File: config.mk
export PLATFORM = sky130hd
export DESIGN_NAME = rippleadder_n
export DESIGN_NICKNAME = d
export VERILOG_FILES = /design/src/rtl/rippleadder_n.sv
export SDC_FILE = /design/constraint.sdc
export NUM_CORES = 1
export LEC_CHECK = 0
export BUFFER_PORTS_ARGS = -buffer_cell sky130_fd_sc_hd__buf_2
export CAP_MARGIN = 0
export CORE_UTILIZATION = 60
export DETAILED_ROUTE_END_ITERATION = 8
export PLACE_DENSITY_LB_ADDON = 0.12
export SYNTH_ARGS = -nofsm -noshare
export SYNTH_HDL_FRONTEND = slang
export SYNTH_SLANG_ARGS = --single-unit
File: constraint.sdc
create_clock -name aclk -period 5.1 [get_ports aclk]
set_input_delay 0.51 -clock aclk [delete_from_list [all_inputs] [get_ports aclk]]
set_output_delay 0.51 -clock aclk [all_outputs]
set_load 0.02 [all_outputs]
File: src/rtl/rippleadder_n.sv
// rippleadder_n: multi-cycle ripple-carry adder/subtractor.
// Processes one SLICE-bit chunk per clock, LSB first, through a registered carry.
// Uses valid/ready handshakes on input and output and reports carry, zero and negative flags.
// Optional macro RIPPLEADDER_N_OVERFLOW_EN adds the tx_overflowflag output (signed overflow).
module rippleadder_n #(
    parameter int unsigned WIDTH = 16,
    parameter int unsigned SLICE = 2
) (
    input  logic             aclk,
    input  logic             aresetn,
    input  logic             rx_enable,
    input  logic             rx_valid,
    output logic             rx_ready,
    input  logic             rx_op,
    input  logic             rx_carryflag,
    input  logic [WIDTH-1:0] rx_addend0,
    input  logic [WIDTH-1:0] rx_addend1,
    output logic             tx_valid,
    input  logic             tx_ready,
    output logic [WIDTH-1:0] tx_sum,
    output logic             tx_carryflag,
    output logic             tx_zeroflag,
`ifdef RIPPLEADDER_N_OVERFLOW_EN
    output logic             tx_overflowflag,
`endif
    output logic             tx_negflag
);

    localparam int unsigned NSLICE = WIDTH / SLICE;
    localparam int unsigned CNT_W  = (NSLICE > 1) ? $clog2(NSLICE) : 1;
    localparam logic [CNT_W-1:0] LAST_SLICE = CNT_W'(NSLICE - 1);

    typedef enum logic [1:0] {
        IDLE = 2'd0,
        RUN  = 2'd1,
        DONE = 2'd2
    } state_t;

    state_t             state_q;
    state_t             state_nxt;
    logic               en_q;
    logic [CNT_W-1:0]   slice_cnt_q;
    logic [WIDTH-1:0]   a_q;
    logic [WIDTH-1:0]   b_q;
    logic [WIDTH-1:0]   res_q;
    logic               carry_q;
    logic               zacc_q;

    logic               accept;
    logic               finish;
    logic               retire;
    logic [SLICE:0]     sl_sum;
    logic [SLICE-1:0]   sl_s;
    logic               sl_c;
    logic               sl_zero;
    logic [WIDTH-1:0]   res_nxt;
    logic               msb_cin;

    // Single slice add plus the result register with the new slice shifted in from the top
    always_comb begin
        sl_sum  = (SLICE + 1)'(a_q[SLICE-1:0]) + (SLICE + 1)'(b_q[SLICE-1:0])
                + (SLICE + 1)'(carry_q);
        sl_s    = sl_sum[SLICE-1:0];
        sl_c    = sl_sum[SLICE];
        sl_zero = (sl_s == '0);
        res_nxt = (res_q >> SLICE) | (WIDTH'(sl_s) << (WIDTH - SLICE));
        // Carry into the MSB recovered from the MSB's own sum bit
        msb_cin = a_q[SLICE-1] ^ b_q[SLICE-1] ^ sl_s[SLICE-1];
    end

    // Next-state logic and handshake decode
    always_comb begin
        state_nxt = state_q;
        accept    = 1'b0;
        finish    = 1'b0;
        retire    = 1'b0;
        case (state_q)
            IDLE: begin
                if (en_q && rx_valid && rx_ready) begin
                    accept    = 1'b1;
                    state_nxt = RUN;
                end
            end
            RUN: begin
                if (en_q && (slice_cnt_q == LAST_SLICE)) begin
                    finish    = 1'b1;
                    state_nxt = DONE;
                end
            end
            DONE: begin
                if (en_q && tx_valid && tx_ready) begin
                    retire    = 1'b1;
                    state_nxt = IDLE;
                end
            end
            default: state_nxt = IDLE;
        endcase
    end

    // State register and registered enable
    always_ff @(posedge aclk or negedge aresetn) begin
        if (!aresetn) begin
            state_q <= IDLE;
            en_q    <= 1'b0;
        end else begin
            state_q <= state_nxt;
            en_q    <= rx_enable;
        end
    end

    // Operand capture and per-slice datapath
    always_ff @(posedge aclk or negedge aresetn) begin
        if (!aresetn) begin
            a_q         <= '0;
            b_q         <= '0;
            res_q       <= '0;
            carry_q     <= 1'b0;
            zacc_q      <= 1'b0;
            slice_cnt_q <= '0;
        end else if (accept) begin
            a_q         <= rx_addend0;
            b_q         <= rx_op ? ~rx_addend1 : rx_addend1;
            res_q       <= '0;
            carry_q     <= rx_carryflag;
            zacc_q      <= 1'b1;
            slice_cnt_q <= '0;
        end else if (en_q && (state_q == RUN)) begin
            a_q     <= a_q >> SLICE;
            b_q     <= b_q >> SLICE;
            res_q   <= res_nxt;
            carry_q <= sl_c;
            zacc_q  <= zacc_q & sl_zero;
            if (!finish) begin
                slice_cnt_q <= slice_cnt_q + CNT_W'(1);
            end
        end
    end

    // Registered handshake outputs; rx_ready tracks IDLE qualified by the registered enable
    always_ff @(posedge aclk or negedge aresetn) begin
        if (!aresetn) begin
            rx_ready <= 1'b0;
            tx_valid <= 1'b0;
        end else begin
            rx_ready <= (state_nxt == IDLE) && rx_enable;
            if (finish) begin
                tx_valid <= 1'b1;
            end else if (retire) begin
                tx_valid <= 1'b0;
            end
        end
    end

    // Result and flags load on completion and hold until the next one
    always_ff @(posedge aclk or negedge aresetn) begin
        if (!aresetn) begin
            tx_sum       <= '0;
            tx_carryflag <= 1'b0;
            tx_zeroflag  <= 1'b0;
            tx_negflag   <= 1'b0;
        end else if (finish) begin
            tx_sum       <= res_nxt;
            tx_carryflag <= sl_c;
            tx_zeroflag  <= zacc_q & sl_zero;
            tx_negflag   <= res_nxt[WIDTH-1];
        end
    end

`ifdef RIPPLEADDER_N_OVERFLOW_EN
    // Signed overflow: carry into MSB differs from carry out of MSB
    always_ff @(posedge aclk or negedge aresetn) begin
        if (!aresetn) begin
            tx_overflowflag <= 1'b0;
        end else if (finish) begin
            tx_overflowflag <= msb_cin ^ sl_c;
        end
    end
`else
    logic unused_msb_cin;
    assign unused_msb_cin = msb_cin;
`endif

endmodule

==> impl_metrics.json, run 1 <==
{
  "finalHoldViolCount": 0,
  "ys_async_sr_fraction_pct": 100.0,
  "setup.worst_path.start": "state_q[0]",
  "place.detailed.hpwl_um": 4410,
  "crit_type": "reg2reg",
  "drc": 0,
  "routed_wire_length_per_instance_um": 15.86,
  "synth_sequential_area_ratio_pct": 52.37,
  "h-tree-depth": 3,
  "clkTransAtPathRegs_ns": 0.08,
  "clk-insertion-delay-late_ns": 0.34,
  "cellLeakagePower_nw": 1.838,
  "postCtsSetupBuffers": 0,
  "wl_met2_um": 3308,
  "synth_cell_types": 44,
  "synthesis.instances": 315,
  "grt_setup_unrepaired": "no",
  "total_number_of_nets_in_the_final_design": 403,
  "chipWidth_um": 78.77,
  "power-per-cell-area_nw_per_um2": 568.2,
  "critical_path.reg2reg.endpoint": "b_q[1]",
  "critPathArrivalTime_ns": 2.65,
  "routed-wl-met3_um": 341,
  "std_cell_rows": 27,
  "postSynth.topFlopCell": "sky130_fd_sc_hd__dfrtp_1",
  "finalSetupViolations": 0,
  "drive_above_1_share_pct": 27.67,
  "final_common_cell": "sky130_fd_sc_hd__dfrtp_1",
  "vias": 2566,
  "areaGrowthSynthToFinish_pct": 11.78,
  "full_die_area_sq_um": 6204,
  "globalRoute.totalOverflow": 0,
  "hold_start": "rx_enable",
  "layout.cells.most_common_list": "74 x sky130_fd_sc_hd__dfrtp_1, 59 x sky130_fd_sc_hd__buf_2, 35 x sky130_fd_sc_hd__nand2_1, 17 x sky130_fd_sc_hd__a21oi_1",
  "grt_use_total_pct": 24.37,
  "number_of_global_route_vias_before_repair": 2416,
  "reg2reg_slack_ns": 2.65,
  "route.final.wire_length_um": 6929,
  "highest-signal-layer": "met4",
  "post-route-cell-area_sq_um": 3953,
  "number_of_antenna_violations_at_the_first_check_in_global_routing": 0,
  "num_io_pins": 60,
  "met1Wirelength_um": 3114,
  "largest_net_degree_at_the_start_of_global_routing": 75,
  "final_antenna_net_count": 0,
  "synthesis.area_sq_um": 3536,
  "cts.hold.buffers_added": 0,
  "worstPathRequired_ns": 5.30,
  "worst_slack_on_hold_paths_ns": 0.2874,
  "routed_via_density": 5.872,
  "clock_sinks": 74,
  "cp_cell_sequence": "nand3b_1, o221ai_1, a21oi_1",
  "detail_route.iter0.violations": 211,
  "summed_negative_setup_slack_over_all_endpoints_ns": 0,
  "cts_buffers": 9,
  "dp_worst_setup_slack_ns": 2.704,
  "least_setup_slack_across_all_paths_after_layout_ns": 2.651,
  "r2r-start": "state_q[0]",
  "number_of_flops_mapped_to_enable_cells_by_yosys": 0,
  "grt_first_pass_wirelength_um": 11490,
  "cts_resized": 0,
  "crit_end": "b_q[1]",
  "max-cap-violations": 0,
  "worst_hold_path_type": "in2reg",
  "floorplan.core_area_sq_um": 5608,
  "clockBufferDepth": 2,
  "max_slew.worst_pin.slew_ns": 0.9200,
  "setup.worst_path.start_class": "flop",
  "critical_path.endpoint_type": "flop",
  "worst-r2r-cell-count": 3,
  "synth_area_per_cell_sq_um": 11.23,
  "initial_core_utilization_pct": 63.05,
  "finalCriticalPeriod_ns": 2.449,
  "drv_slew": 0,
  "max-slew-margin-rel_pct": 38.67,
  "portBuffers": 59,
  "fmaxAchievable_ghz": 0.4083,
  "peakVddDrop_mv": 0.3609,
  "crit_fanout": 28,
  "synth_largest_type_area_fraction_pct": 52.37,
  "placed_area_sq_um": 3749,
  "tritoncts": "built",
  "max_incr_delay_on_cp_ns": 0.95,
  "gp_congestion": 0.7898,
  "yosys-top-cells-area": "sky130_fd_sc_hd__dfrtp_1 52%, sky130_fd_sc_hd__mux2_2 4.8%, sky130_fd_sc_hd__xnor2_1 4.0%, sky130_fd_sc_hd__nand2_1 3.7%, sky130_fd_sc_hd__a2bb2oi_1 3.2%",
  "insertedDiodeCount": 0,
  "ys_warn_count": 0,
  "cts_root_buffer": "sky130_fd_sc_hd__clkbuf_8",
  "die_height_um": 78.77,
  "netlist.top_cell.by_area": "sky130_fd_sc_hd__dfrtp_1",
  "outcome": "finished clean",
  "crit_slowest_cell": "sky130_fd_sc_hd__dfrtp_1",
  "skew_ns": 0.007695,
  "ys_seq_elements": 74,
  "period_utilization_post_route_pct": 48.03,
  "first_pass_iters": 4,
  "synth_nets": 358
}
Yosys cell counts (2+ instances only):
| cell | number |
|---|---|
| sky130_fd_sc_hd__a22oi_1 | 3 |
| sky130_fd_sc_hd__o211ai_1 | 4 |
| sky130_fd_sc_hd__a222oi_1 | 11 |
| sky130_fd_sc_hd__nor2b_1 | 16 |
| sky130_fd_sc_hd__o221a_2 | 3 |
| sky130_fd_sc_hd__o21ai_1 | 15 |
| sky130_fd_sc_hd__clkbuf_1 | 2 |
| sky130_fd_sc_hd__o221ai_1 | 2 |
| sky130_fd_sc_hd__nand2_1 | 35 |
| sky130_fd_sc_hd__o21ai_0 | 10 |
| sky130_fd_sc_hd__o22ai_1 | 10 |
| sky130_fd_sc_hd__nor2_1 | 7 |
| sky130_fd_sc_hd__a31oi_1 | 3 |
| sky130_fd_sc_hd__buf_4 | 7 |
| sky130_fd_sc_hd__a2bb2oi_1 | 13 |
| sky130_fd_sc_hd__buf_6 | 6 |
| sky130_fd_sc_hd__buf_2 | 12 |
| sky130_fd_sc_hd__ha_1 | 2 |
| sky130_fd_sc_hd__nand3_1 | 2 |
| sky130_fd_sc_hd__xnor2_1 | 16 |
| sky130_fd_sc_hd__inv_1 | 6 |
| sky130_fd_sc_hd__o2bb2ai_1 | 2 |
| sky130_fd_sc_hd__a211o_1 | 2 |
| sky130_fd_sc_hd__a21oi_1 | 17 |
| sky130_fd_sc_hd__fa_1 | 2 |
| sky130_fd_sc_hd__dfrtp_1 | 74 |
| sky130_fd_sc_hd__nor2_2 | 2 |
| sky130_fd_sc_hd__mux2_2 | 15 |
metal layers:
layer	global-route usage, %	vias to the layer above
met5	0	-
li1	-	1229
met2	37.65	78
met3	6.207	17
met1	32.43	1242
met4	11.11	0
metrics by stage:
step,total power [mW],util (%),instances
floorplan,1.614,-,315
global placement,1.766,66.85,421
detailed placement,1.796,66.85,421
CTS,2.261,70.48,437
global route,2.408,70.48,437
finish,2.246,70.48,437
how the worst min path moves through the flow:
stage | to | slack (ns) | cells after the start
finish | en_q | 0.29 | 1
global route | en_q | 0.27 | 1
CTS | en_q | 0.28 | 1
detailed placement | tx_carryflag | 0.47 | 2
global placement | tx_carryflag | 0.46 | 2
floorplan | a_q[0] | 0.21 | 0
critical path: cells and delay by family (launching register included):
| family | cells | cell delay, ns |
|---|---|---|
| AOI/OAI and AO/OA | 2 | 0.50 |
| and+or+nand+nor | 1 | 0.85 |
| DFF | 1 | 0.95 |
registers in the layout, indices dropped and copies added (netlist names):
| register | cells |
|---|---|
| slice_cnt_q | 3 |
| res_q | 14 |
| rx_ready | 1 |
| zacc_q | 1 |
| tx_sum | 16 |
| a_q | 16 |
| tx_zeroflag | 1 |
| en_q | 1 |
| state_q | 2 |
| carry_q | 1 |
| b_q | 16 |
| tx_valid | 1 |
| tx_carryflag | 1 |
layout make-up:
| type | instances | area (sq um) |
|---|---|---|
| repair buffers | 61 | 310.3 |
| fillers | 438 | 1655 |
| multi-input cells | 207 | 1470 |
| well taps | 72 | 90.09 |
| clock inverters | 5 | 52.55 |
| inverters | 7 | 26.28 |
| clock buffers | 11 | 151.4 |
| flip-flops and latches | 74 | 1852 |
logic make-up after synthesis:
group	Yosys count	synth area share, %
compound gates	100	19.71
xor+xnor	16	3.963
fa+ha+maj	4	1.840
buf+inv	34	6.051
flops	74	52.37
mux	15	4.777
simple gates	72	11.29
power breakdown:
| group | internal, mW | switching, mW | leakage (nW) | total (mW) |
|---|---|---|---|---|
| Sequential | 0.821 | 0.188 | 0.913 | 1.01 |
| Combinational | 0.373 | 0.402 | 0.819 | 0.775 |
| Clock | 0.250 | 0.211 | 0.105 | 0.461 |
No activity file was read; power rests on OpenSTA's default activity.
==> run 2: changes to the inputs <==
--- a/config.mk
+++ b/config.mk
@@ -7,7 +7,7 @@
 export LEC_CHECK = 0
 export BUFFER_PORTS_ARGS = -buffer_cell sky130_fd_sc_hd__buf_2
 export CAP_MARGIN = 0
-export CORE_UTILIZATION = 60
+export CORE_UTILIZATION = 56
 export DETAILED_ROUTE_END_ITERATION = 8
 export PLACE_DENSITY_LB_ADDON = 0.12
 export SYNTH_ARGS = -nofsm -noshare
==> constraint.sdc (replaced) <==
create_clock -name aclk -period 2.3 [get_ports aclk]
set_input_delay 0.23 -clock aclk [delete_from_list [all_inputs] [get_ports aclk]]
set_output_delay 0.23 -clock aclk [all_outputs]
set_load 0.02 [all_outputs]
==> impl_metrics.json, run 2 (synthesized netlist as in run 1, its figures left out) <==
{
  "die_height_um": 81.46,
  "crit_fanout": 23,
  "max-cap-violations": 0,
  "globalRoute.totalOverflow": 0,
  "period_utilization_post_route_pct": 79.84,
  "drv_slew": 0,
  "worst_hold_path_type": "in2reg",
  "post-route-cell-area_sq_um": 4019,
  "power-per-cell-area_nw_per_um2": 1253,
  "std_cell_rows": 28,
  "routed_via_density": 5.830,
  "fmaxAchievable_ghz": 0.5446,
  "critPathArrivalTime_ns": 2.06,
  "finalHoldViolCount": 0,
  "multi_input_comb_area_sq_um": 1470,
  "vias": 2612,
  "use_met3_pct": 5.111,
  "num_io_pins": 60,
  "layout.area.seq_sq_um": 1852,
  "layout.cells.most_common_list": "74 x sky130_fd_sc_hd__dfrtp_1, 59 x sky130_fd_sc_hd__buf_2, 35 x sky130_fd_sc_hd__nand2_1, 17 x sky130_fd_sc_hd__a21oi_1",
  "drc": 0,
  "power_mw": 5.036,
  "peakVddDrop_mv": 0.6075,
  "chipWidth_um": 81.46,
  "cts_buffers": 9,
  "crit_slowest_cell": "sky130_fd_sc_hd__dfrtp_1",
  "cts_root_buffer": "sky130_fd_sc_hd__clkbuf_8",
  "r2r-start": "slice_cnt_q[0]",
  "grt_use_total_pct": 23.88,
  "least_setup_slack_across_all_paths_after_layout_ns": 0.4638,
  "numPlacedInstances": 431,
  "clk-insertion-delay-late_ns": 0.34,
  "route.final.wire_length_um": 6977,
  "clkTransAtPathRegs_ns": 0.07,
  "detail_route.iter0.violations": 150,
  "max-slew-margin-rel_pct": 60.10,
  "floorplan.core_area_sq_um": 5991,
  "reg.largest.list": "a_q: 16 flops, b_q: 16 flops, tx_sum: 16 flops",
  "finalSetupViolations": 0,
  "gp_congestion": 0.8010,
  "power.switching_mw": 1.789,
  "power_frac_clock_pct": 20.3,
  "place.detailed.hpwl_um": 4780,
  "critical_path.endpoint_type": "flop",
  "h-tree-depth": 3,
  "grtUsageMet1_pct": 29.93,
  "finalCriticalPeriod_ns": 1.836,
  "crit_path_frequent_cell": "sky130_fd_sc_hd__ha_1",
  "cp_cell_sequence": "ha_1, ha_1, nand4b_4, mux2_2",
  "worstPathRequired_ns": 2.53,
  "power_internal_mw": 3.247,
  "areaGrowthSynthToFinish_pct": 13.66,
  "full_die_area_sq_um": 6636,
  "summed_negative_setup_slack_over_all_endpoints_ns": 0,
  "power.share.combinational_pct": 35.8,
  "nFillCells": 492,
  "placed_area_sq_um": 3805,
  "grt_first_pass_wirelength_um": 11760,
  "grt_most_used_layer": "met2",
  "global_route.usage.met2_pct": 40.08,
  "portBuffers": 59,
  "max_incr_delay_on_cp_ns": 0.40,
  "crit_type": "reg2reg",
  "final_common_cell": "sky130_fd_sc_hd__dfrtp_1",
  "total_number_of_nets_in_the_final_design": 411,
  "hold_start": "rx_enable",
  "first_pass_iters": 4,
  "number_of_antenna_violations_at_the_first_check_in_global_routing": 0,
  "grt_setup_unrepaired": "no",
  "max_slew.worst_pin.slew_ns": 0.5979,
  "clock_sinks": 74,
  "drive_above_1_share_pct": 28.95,
  "final_antenna_net_count": 0,
  "setup.worst_path.start": "slice_cnt_q[0]",
  "skew_ns": 0.007352,
  "seq_power_share_pct": 44.0,
  "tritoncts": "built",
  "setup.worst_path.start_class": "flop",
  "cellLeakagePower_nw": 1.876,
  "number_of_global_route_vias_before_repair": 2542,
  "clockBufferDepth": 2,
  "dp_worst_setup_slack_ns": 0.4524,
  "initial_core_utilization_pct": 59.02,
  "routed_wire_length_per_instance_um": 15.57,
  "netSwitchingFraction_pct": 35.53,
  "outcome": "finished clean",
  "largest_net_degree_at_the_start_of_global_routing": 28,
  "insertedDiodeCount": 0,
  "postCtsSetupBuffers": 0,
  "fin_cells": 448
}
## run 2: cell types whose count changed in the layout (fill, tap and decap cells not counted), sizes merged
cell,change
dlygate4sd3,+1
buf,+7
## run 2: cell type report
type                       instances  share of cell area [%]
sequential                        74                   46.08
clock inverter                     5                   1.308
multi-input combinational        207                   36.58
tap                               75                   2.335
timing repair buffer              69                   9.278
clock buffer                      11                   3.767
inverter                           7                  0.6538
## run 2: stage by stage
step,hold WS (ns),util [%]
2_1_floorplan,-0.06559,-
3_3_place_gp,0.2260,63.51
3_5_place_dp,0.2261,63.51
4_1_cts,0.001408,67.08
5_1_grt,0.003894,67.08
6_report,0.01069,67.08
## run 2: worst paths after layout
kind	slack, ns	end	cells past startpoint
worst max-delay path	0.46	tx_sum[8]	4
worst min-delay path	0.01	en_q	1
worst max register to register	0.46	tx_sum[8]	4
worst min register to register	0.47	tx_zeroflag	2
max in group asynchronous	1.19	b_q[2]	3
min in group asynchronous	0.38	tx_sum[11]	2
## run 2: critical path, delay by kind of cell, from the launching register on
family,cells,cell delay (ns)
adders and majority gates,2,0.54
DFF,1,0.40
muxes,1,0.40
and+or+nand+nor,1,0.37
## run 2: what timing repair did
item / in CTS / in global routing
hold endpoints to repair: 21 / 0
resized for setup: 0 / 0
hold buffers: 1 / 0
## run 2: routing by layer
metal	share of wire [%]	wire length (um)	up-vias
met5	0	0	-
met4	1.5	108	0
met3	4.2	296	11
met2	49	3431	72
met1	45	3141	1284
li1	-	-	1245
## run 2: power groups by stage
stage          Sequential, mW  Clock (mW)  Combinational (mW)
4_1_cts                  2.22        1.05                1.82
3_3_place_gp             2.22           0                1.76
3_5_place_dp             2.24           0                1.81
5_1_grt                  2.29        1.10                2.03
2_1_floorplan            2.23           0                1.35
6_report                 2.21        1.02                1.80
==> run 3: changes to the inputs <==
==> constraint.sdc (replaced) <==
create_clock -name aclk -period 1.85 [get_ports aclk]
set_input_delay 0.185 -clock aclk [delete_from_list [all_inputs] [get_ports aclk]]
set_output_delay 0.185 -clock aclk [all_outputs]
set_load 0.02 [all_outputs]
==> impl_metrics.json, run 3 (synthesized netlist as in run 1, its figures left out) <==
{
  "grt_use_total_pct": 23.97,
  "cts_buffers": 9,
  "finalCriticalPeriod_ns": 1.774,
  "drv_slew": 0,
  "total_number_of_nets_in_the_final_design": 418,
  "initial_core_utilization_pct": 59.02,
  "routed_wire_length_per_instance_um": 15.50,
  "cts_root_buffer": "sky130_fd_sc_hd__clkbuf_8",
  "worst_slack_on_hold_paths_ns": 0.05889,
  "route.final.wire_length_um": 7054,
  "h-tree-depth": 3,
  "final_antenna_net_count": 0,
  "globalRoute.totalOverflow": 0,
  "power_mw": 6.260,
  "reg.largest.list": "a_q: 16 flops, b_q: 16 flops, tx_sum: 16 flops",
  "dp_worst_setup_slack_ns": 0.03504,
  "full_die_area_sq_um": 6636,
  "max_slew.worst_pin.slew_ns": 0.5980,
  "skew_ns": 0.005663,
  "outcome": "finished clean",
  "peakVddDrop_mv": 0.8231,
  "std_cell_rows": 28,
  "least_setup_slack_across_all_paths_after_layout_ns": 0.07647,
  "cellLeakagePower_nw": 1.897,
  "place.detailed.hpwl_um": 4644,
  "critical_path_buf_inv_count": 1,
  "finalSetupViolations": 0,
  "critPathArrivalTime_ns": 2.00,
  "areaGrowthSynthToFinish_pct": 15.36,
  "grt_first_pass_wirelength_um": 11750,
  "summed_negative_setup_slack_over_all_endpoints_ns": 0,
  "num_io_pins": 60,
  "routed_via_density": 5.765,
  "tritoncts": "built",
  "largest_net_degree_at_the_start_of_global_routing": 75,
  "worstPathRequired_ns": 2.08,
  "cpLargestDelayFamily": "adder cells",
  "fin_util_pct": 68.09,
  "insertedDiodeCount": 0,
  "numPlacedInstances": 436,
  "placed_area_sq_um": 3867,
  "portBuffers": 59,
  "clock_sinks": 74,
  "power-per-cell-area_nw_per_um2": 1535,
  "max-cap-violations": 0,
  "final_common_cell": "sky130_fd_sc_hd__dfrtp_1",
  "clockBufferDepth": 2,
  "max_incr_delay_on_cp_ns": 0.45,
  "max-slew-margin-rel_pct": 60.09,
  "timing.hold.worst_path_depth": 3,
  "gp_congestion": 0.7926,
  "number_of_global_route_vias_before_repair": 2512,
  "cp_cell_sequence": "fa_2, inv_2, fa_1, nor2b_4, o21ai_2, nand2_1",
  "crit_slowest_cell": "sky130_fd_sc_hd__fa_1",
  "clkTransAtPathRegs_ns": 0.08,
  "drc": 0,
  "finalHoldViolCount": 0,
  "chipWidth_um": 81.46,
  "worst_hold_path_type": "in2reg",
  "crit_fanout": 3,
  "post-route-cell-area_sq_um": 4079,
  "setup.worst_path.start_class": "flop",
  "crit_type": "reg2reg",
  "die_height_um": 81.46,
  "fin_cells": 455,
  "detail_route.iter0.violations": 176,
  "floorplan.core_area_sq_um": 5991,
  "first_pass_iters": 4,
  "drive_above_1_share_pct": 31.05,
  "period_utilization_post_route_pct": 95.87,
  "fmaxAchievable_ghz": 0.5638,
  "layout.cells.most_common_list": "74 x sky130_fd_sc_hd__dfrtp_1, 59 x sky130_fd_sc_hd__buf_2, 35 x sky130_fd_sc_hd__nand2_1, 17 x sky130_fd_sc_hd__a21oi_1, 16 x sky130_fd_sc_hd__xnor2_1",
  "critical_path.endpoint_type": "flop",
  "clk-insertion-delay-late_ns": 0.35,
  "worst-r2r-cell-count": 6,
  "number_of_antenna_violations_at_the_first_check_in_global_routing": 0,
  "vias": 2623,
  "worst-path-stages": 6
}
run 3: changes by cell type in the layout (fill, tap and decap cells not counted), moves of 2 or more:
| cell | previous run | this run |
|---|---|---|
| sky130_fd_sc_hd__clkinvlp_4 | 1 | 3 |
| sky130_fd_sc_hd__buf_4 | 9 | 13 |
| sky130_fd_sc_hd__buf_12 | 0 | 2 |
| sky130_fd_sc_hd__clkbuf_8 | 11 | 9 |
run 3: final timing paths:
check / startpoint / endpoint / slack (ns)
min: rx_addend0[15] / a_q[15] / 0.06
min reg2reg: tx_carryflag / tx_carryflag / 0.48
max in group asynchronous: aresetn / tx_valid / 1.14
max reg2reg: a_q[0] / zacc_q / 0.08
max: a_q[0] / zacc_q / 0.08
min in group asynchronous: aresetn / tx_sum[12] / 0.38
run 3: metal layers:
metal	global-route usage, %	wire, um
met1	31.05	3137
met2	38.42	3458
met3	3.889	320
met4	13.04	138
met5	0	0
run 3: cell type report:
| type | count | area, sq um |
|---|---|---|
| multi-input combinational | 207 | 1484 |
| timing repair buffer | 76 | 452.9 |
| fill | 482 | 1912 |
| inverter | 7 | 26.28 |
| clock inverter | 7 | 46.29 |
| tap | 75 | 93.84 |
| sequential | 74 | 1852 |
| clock buffer | 9 | 123.9 |
run 3: worst reg2reg max path, delay by kind of cell, from the launching register on:
kind / cells / cell delay, ns
AOI/OAI and AO/OA: 1 / 0.12
adders and majority gates: 2 / 0.84
buffers and inverters: 1 / 0.06
DFF: 1 / 0.42
and+or+nand+nor: 2 / 0.22
run 3: power by group:
part / total [mW] / switching, mW / internal [mW]
clock: 1.09 / 0.607 / 0.480
combinational: 2.44 / 1.23 / 1.21
sequential: 2.73 / 0.468 / 2.26
total: 6.26 / 2.31 / 3.95
run 3: what timing repair did:
item / in CTS / in global routing
setup buffers: 0 / 1
hold buffers: 2 / 0
hold endpoints to repair: 75 / 0
endpoints found under the setup margin: 0 / 1
resized for setup: 0 / 6
